==> config.mk <==
export PLATFORM = sky130hd
export DESIGN_NAME = acc_label_scanner
export DESIGN_NICKNAME = d
export VERILOG_FILES = /design/src/rtl/acc_label_scanner.sv
export SDC_FILE = /design/constraint.sdc
export NUM_CORES = 1
export LEC_CHECK = 0
export CAP_MARGIN = 20
export CORE_AREA = 2 2 46 48
export CTS_BUF_LIST = sky130_fd_sc_hd__clkbuf_8
export CTS_CLUSTER_SIZE = 40
export DETAILED_ROUTE_END_ITERATION = 10
export DIE_AREA = 0 0 48 50
export PLACE_DENSITY = 0.9
export SYNTH_ARGS = -nofsm -noshare
export SYNTH_HDL_FRONTEND = slang
export SYNTH_SLANG_ARGS = --single-unit
export TNS_END_PERCENT = 30
==> constraint.sdc <==
create_clock -name clk -period 1.92 [get_ports clk]
set_input_delay 0.48 -clock clk [delete_from_list [all_inputs] [get_ports clk]]
set_output_delay 0.48 -clock clk [all_outputs]
set_load 0.05 [all_outputs]
==> src/rtl/acc_label_scanner.sv <==
`timescale 1ns/1ps
// acc_label_scanner
//   Raster-side reader for the 32x16-dot "ACC" label bitmap ROM. Maps the
//   VGA pixel counters onto dot column/row addresses. It selects the left or
//   right 16-dot half of the ROM word. It then emits a registered label pixel
//   aligned with the delayed sync/blank signals. Magnification, blink and
//   inverse video are applied on the way through.
//
// Ports
//   clk, reset          pixel clock, asynchronous active-high reset
//   hcount, vcount      screen column / line from the timing generator
//   active_in           visible-region flag
//   hsync_in, vsync_in  active-high syncs
//   blink, inverse      flash the label / invert pixels inside the window
//   x, y                dot column / row address to the label ROM
//   pixell, pixelr      ROM pixel for columns 0-15 / 16-31
//   pixel_out           label pixel, aligned with active_out
//   active_out          active_in delayed 2 cycles
//   hsync_out           hsync_in delayed 2 cycles
//   vsync_out           vsync_in delayed 2 cycles
module acc_label_scanner #(
  parameter int unsigned X0         = 64,
  parameter int unsigned Y0         = 32,
  parameter int unsigned SCALE_LOG2 = 1,
  parameter int unsigned CNT_W      = 10,
  parameter int unsigned BLINK_LOG2 = 5
) (
  input  logic             clk,
  input  logic             reset,
  input  logic [CNT_W-1:0] hcount,
  input  logic [CNT_W-1:0] vcount,
  input  logic             active_in,
  input  logic             hsync_in,
  input  logic             vsync_in,
  input  logic             blink,
  input  logic             inverse,
  output logic [3:0]       x,
  output logic [3:0]       y,
  input  logic             pixell,
  input  logic             pixelr,
  output logic             pixel_out,
  output logic             active_out,
  output logic             hsync_out,
  output logic             vsync_out
);

  // Window bounds are held one bit wider than the counters so that a window
  // reaching the very end of the counter range cannot wrap.
  localparam logic [CNT_W:0]   X_LO = (CNT_W+1)'(X0);
  localparam logic [CNT_W:0]   X_HI = (CNT_W+1)'(X0 + (32 << SCALE_LOG2));
  localparam logic [CNT_W:0]   Y_LO = (CNT_W+1)'(Y0);
  localparam logic [CNT_W:0]   Y_HI = (CNT_W+1)'(Y0 + (16 << SCALE_LOG2));
  localparam logic [CNT_W-1:0] X0_V = CNT_W'(X0);
  localparam logic [CNT_W-1:0] Y0_V = CNT_W'(Y0);

  logic                  inwin;
  logic [4:0]            col;
  logic [3:0]            row;
  logic                  sel_r;
  logic                  inwin_q;
  logic                  active_q;
  logic                  hsync_q;
  logic                  vsync_q;
  logic [BLINK_LOG2-1:0] frame_cnt;
  logic                  hide;
  logic                  dot;

  // Compare before subtracting; the subtractions below only matter inside
  // the window, where they cannot underflow.
  always_comb begin
    inwin = ({1'b0, hcount} >= X_LO) && ({1'b0, hcount} < X_HI) &&
            ({1'b0, vcount} >= Y_LO) && ({1'b0, vcount} < Y_HI);
    col   = 5'((hcount - X0_V) >> SCALE_LOG2);
    row   = 4'((vcount - Y0_V) >> SCALE_LOG2);
  end

  // Stage 1: ROM address plus the delayed control bits. vsync_q doubles as
  // the previous-sample register for frame edge detection.
  always_ff @(posedge clk or posedge reset) begin
    if (reset) begin
      x         <= '0;
      y         <= '0;
      sel_r     <= 1'b0;
      inwin_q   <= 1'b0;
      active_q  <= 1'b0;
      hsync_q   <= 1'b0;
      vsync_q   <= 1'b0;
      frame_cnt <= '0;
    end else begin
      if (inwin) begin
        x <= col[3:0];
        y <= row;
      end else begin
        x <= '0;
        y <= '0;
      end
      sel_r    <= col[4];
      inwin_q  <= inwin;
      active_q <= active_in;
      hsync_q  <= hsync_in;
      vsync_q  <= vsync_in;
      if (vsync_in && !vsync_q) begin
        frame_cnt <= frame_cnt + 1'b1;
      end
    end
  end

  always_comb begin
    hide = blink & frame_cnt[BLINK_LOG2-1];
    dot  = sel_r ? pixelr : pixell;
  end

  // Stage 2: the ROM has answered for the stage-1 address; gate and register.
  always_ff @(posedge clk or posedge reset) begin
    if (reset) begin
      pixel_out  <= 1'b0;
      active_out <= 1'b0;
      hsync_out  <= 1'b0;
      vsync_out  <= 1'b0;
    end else begin
      pixel_out  <= inwin_q & active_q & ~hide & (dot ^ inverse);
      active_out <= active_q;
      hsync_out  <= hsync_q;
      vsync_out  <= vsync_q;
    end
  end

endmodule
After elaboration in Yosys (flattened, before gate mapping)
Index checks and enable logic that the tools add are counted.
- register bits: 22
- input bits: 29
- output and inout port bits: 12
- logic and storage cells: 33
- add/subtract/negate cells: 3
- $lt $le $gt $ge: 4
- multiplexer cells: 3
- bitwise logic cells: 6
- reductions and logical operators: 5
- operators by type and width (kind ; number):
    10-bit by 6-bit greater-or-equal comparator with 1-bit output (second input constant) ; 1
    10-bit by 7-bit greater-or-equal comparator with 1-bit output (second input constant) ; 1
    10-bit by 7-bit < comparator with 1-bit output (second input constant) ; 1
    10-bit by 8-bit < comparator with 1-bit output (second input constant) ; 1
    4-bit two-way mux ; 2
    6-bit by 1-bit subtractor with 6-bit output (second input constant) ; 1
    5-bit by 1-bit adder with 5-bit output (second input constant) ; 1
    5-bit by 1-bit subtractor with 5-bit output (second input constant) ; 1
    1-bit AND ; 4
    1-bit logical AND ; 4
    1-bit logical NOT ; 1
    1-bit two-way mux ; 1
    1-bit NOT ; 1
    1-bit bitwise XOR ; 1

Depth between registers and ports, before layout
- word-level depth: 5
- gate-level depth with buffers: 3
- mapped depth without buffers: 3

Worst setup path after synthesis
OpenSTA, ideal clock, no wires.
- path kind: input to register
- start: in vcount[8]
- end: reg x[1]
- library setup time: 0.105 ns
- arrival: 1.137 ns
- data required time: 1.815 ns
- setup slack: 0.677 ns
- stages on the path: 3
- path buffers: 0
- cells stage by stage: nor4b_4 -> nand3b_2 -> nor4b_1
- word-level cells in the longest chain between the ends: 4
- elaborated cells between the ends (all ways): 5
- those cells by class: order compare: 2; mux: 1; reduce/logical: 2
- ends and longest elaborated chain (item ; RTL line ; source):
    start: declaration ; 31 ; input logic [CNT_W-1:0] vcount,
    10-bit by 6-bit greater-or-equal comparator with 1-bit output ; 72 ; ({1'b0, vcount} >= Y_LO) && ({1'b0, vcount} < Y_HI);
    1-bit logical AND ; 71 ; inwin = ({1'b0, hcount} >= X_LO) && ({1'b0, hcount} < X_HI) &&
    1-bit logical AND * ; 72 ;
    4-bit two-way mux * ; 90 ; if (inwin) begin
    end signal: assignment ; 91 ; x <= col[3:0];
    end: declaration ; 37 ; output logic [3:0] x,
Every way passes the cells marked *; elsewhere a longest branch is shown, timed or not.
A chain may end at the register's enable or synchronous reset.

Final worst setup path
- start: reg vsync_out
- end: out vsync_out
- RTL lines (item ; RTL line ; source):
    start: declaration ; 44 ; output logic vsync_out
    start signal: assignment ; 124 ; vsync_out <= vsync_q;
No word-level cell between the ends.

==> impl_metrics.csv <==
group,metric,value,unit
sta,fin_skew,0.00588,ns
setup_path,crit_path_max_fanout,1,
placement,place_congestion,0.680,
final_layout,final_nets,127,
placement,dp.cells,119,
clock_tree,numCtsBuffers,3,
setup_path,critical_path.top_delay_family,"buffers and inverters",
synth,async_flop_share,100,%
synth,syn_nets,82,
final_layout,top_register,"frame_cnt",
synth,yosys-top-cells-area,"dfrtp_1 70%, xnor2_1 3.3%, and2_1 3.2%",
floorplan,start_util,41.2,%
clock_tree,cts_hold_buf,0,
final_layout,nFillCells,150,
floorplan,die_area,0.00240,sq mm
clock_tree,cts.sinks,22,
synth,ys_seq_area_share,70.2,%
synth,synth_seq_cells,22,
sta,worstMarginPinSlew,0.488,ns
sta,fin_crit_sh,96.5,%
synth,synth_area,785,sq um
final_layout,num_antenna_cells,0,
min_path,worstHoldStart,"vsync_q",
grt,grt_overflow,0,
setup_path,crit_path_end_kind,"output pin",
clock_tree,insertion_delay,0.26,ns
synth,synthAdderAreaFrac,1.59,%
sta,max_freq,540,MHz
drt,avgViaCountPerCell,4.47,
final_layout,final_util,65.3,%
grt,grt_start_max_net_pins,23,
grt,grt.total_usage,13.9,%
floorplan,num_rows,16,
final_layout,stdcell_area,0.00124,sq mm
clock_tree,cts_buffer_depth,2,
sta,rsz0062_at_grt,"no",
drt,routedWlPerCell,11.9,um
setup_path,r2r_slack,0.85,ns
setup_path,critical_path_arrival,1.37,ns
floorplan,die_w,48,um
clock_tree,cts.clk_slew.worst_paths,0.07,ns
setup_path,critPathSlowestCell,"clkdlybuf4s50_1",
synth,synthMuxAreaShare,2.71,%
final_layout,ff_latch_area,551,sq um
clock_tree,htree_levels,1,
synth,synth_flop_cell,"dfrtp_1",
drt,vias,550,
clock_tree,post_cts_buffers,0,
grt,grt_pass1_wl,2350,um
setup_path,r2r-start,"vsync_q",
pwr,irDropWorstVdd,0.416,mV
setup_path,setup.worst_path.start,"vsync_out",
sta,drv_slew,0,
sta,setup_tns,0,ns
pwr,p_leak,0.578,nW
synth,synth_top_family_by_area,"simple AND/OR/NAND/NOR gates",
sta,slew_headroom,67.4,%
synth,yosys.area_share.simple,17.5,%
synth,synth_warnings,0,
status,status,"completed",
drt,drtIter0Drc,2,
synth,synth_area_per_cell,15.1,sq um
final_layout,drive_gt1_share,21.9,%
pwr,powerDensity,863,mW/mm^2
drt,drc,0,
synth,netlist_instances,52,
synth,synth_edf_count,0,
final_layout,area_delta_synth_final,58.2,%
synth,synth_top_area_share,70.2,%
drt,ant_nets,0,
setup_path,critPathKind,"reg -> out",
final_layout,stdcell_count,123,
setup_path,crit_required,1.44,ns
final_layout,largest_reg_flops,5,
sta,setup_violations,0,
placement,dpl.hpwl,1220,um
synth,synth_top_cell_by_area,"dfrtp_1",
grt,antenna_found_initial,0,
floorplan,die-height,50,um
setup_path,worst-path-buf-inv,1,
flow_run,maxCapViolations,0,
min_path,hp-class,"reg -> reg",
drt,firstDrtPassIters,2,
sta,post-route-min-period,1.85,ns
pwr,total_power,0.00107,W
final_layout,reg_top3,"frame_cnt (5), x (4), y (4)",
sta,final-hold-violation-count,0,
setup_path,cp-start-kind,"flop",
floorplan,io-pin-count,41,
synth,synth_compound_area_share,0.957,%
clock_tree,post_cts_resized,0,
drt,wirelength,1470,um
placement,portBuffers,38,
placement,placed_cell_area,0.00119,sq mm
grt,first_global_vias,604,
floorplan,fp.coreArea,0.00190,sq mm
clock_tree,cts_tree,"built",
synth,synth_xor_area_share,5.58,%
setup_path,path_cells,"clkdlybuf4s50_1",
clock_tree,cts-root-buf,"clkbuf_8",
final_layout,multi_input_area,223,sq um
synth,synthDistinctLibCells,19,
setup_path,cp_slowest_stage_delay,0.79,ns
kinds of logic (layout without fill, tap and decap cells):
kind of cell	count (synthesis)	after routing
AO/OA/AOI/OAI	1	1
multiplexers	2	2
buffers and inverters	3	47
flip-flops	22	22
AND/OR/NAND/NOR	18	18
XOR/XNOR	5	5
adder cells (fa/ha/maj)	1	1
cells in the mapped netlist (2+ instances only):
cell	instances
xnor2_1	3
nand2_1	2
inv_1	3
nor4_1	2
dfrtp_1	22
nand4_1	2
and2_1	4
nor4b_1	2
xor2_1	2
stage by stage:
stage	hold slack [ns]	setup slack, ns
after floorplan	0.331	0.677
after global placement	0.333	0.154
after detailed placement	0.367	0.0673
after CTS	0.384	0.0567
after global routing	0.391	0.0136
final	0.382	0.0676
power by group:
part	total (W)	leakage (nW)	switching (W)	internal (W)
sequential	0.000576	0.282	0.0000506	0.000526
combinational	0.000177	0.268	0.0000665	0.000110
clock	0.000318	0.0288	0.000135	0.000182
final timing paths:
path | cells after the start | end
max | 1 | vsync_out
min | 0 | vsync_out
max reg2reg | 4 | frame_cnt[4]
min reg2reg | 0 | vsync_out
max in group asynchronous | 3 | hsync_out
min in group asynchronous | 3 | x[2]
layer usage:
metal	track usage, %	vias up	part of all wire [%]
met5	0	-	0
met4	5.41	0	1.4
met3	2.56	2	8.1
met2	25.8	32	55
met1	14.2	252	36
li1	-	264	-
layout by cell type, fill, tap and decap left out, drive strengths merged:
master and instances:
nor3 1, nor4b 3, nor4 2, xnor2 3, and2 4, mux2 1, xor2 2, nand3b 1
a211oi 1, inv 3, dfrtp 22, and4b 1, nor2b 1, clkbuf 4, mux2i 1, clkdlybuf4s50 27
ha 1, nand4 2, buf 13, nand2 2, or2 1
area by class of cell:
| type | instances | share of cell area, % |
|---|---|---|
| flip-flops and latches | 22 | 44.4 |
| repair buffers | 40 | 29.6 |
| multi-input cells | 27 | 17.9 |
| clock buffers | 4 | 4.44 |
| well taps | 27 | 2.72 |
| inverters | 3 | 0.907 |
No activity file was read; power rests on OpenSTA's default activity.
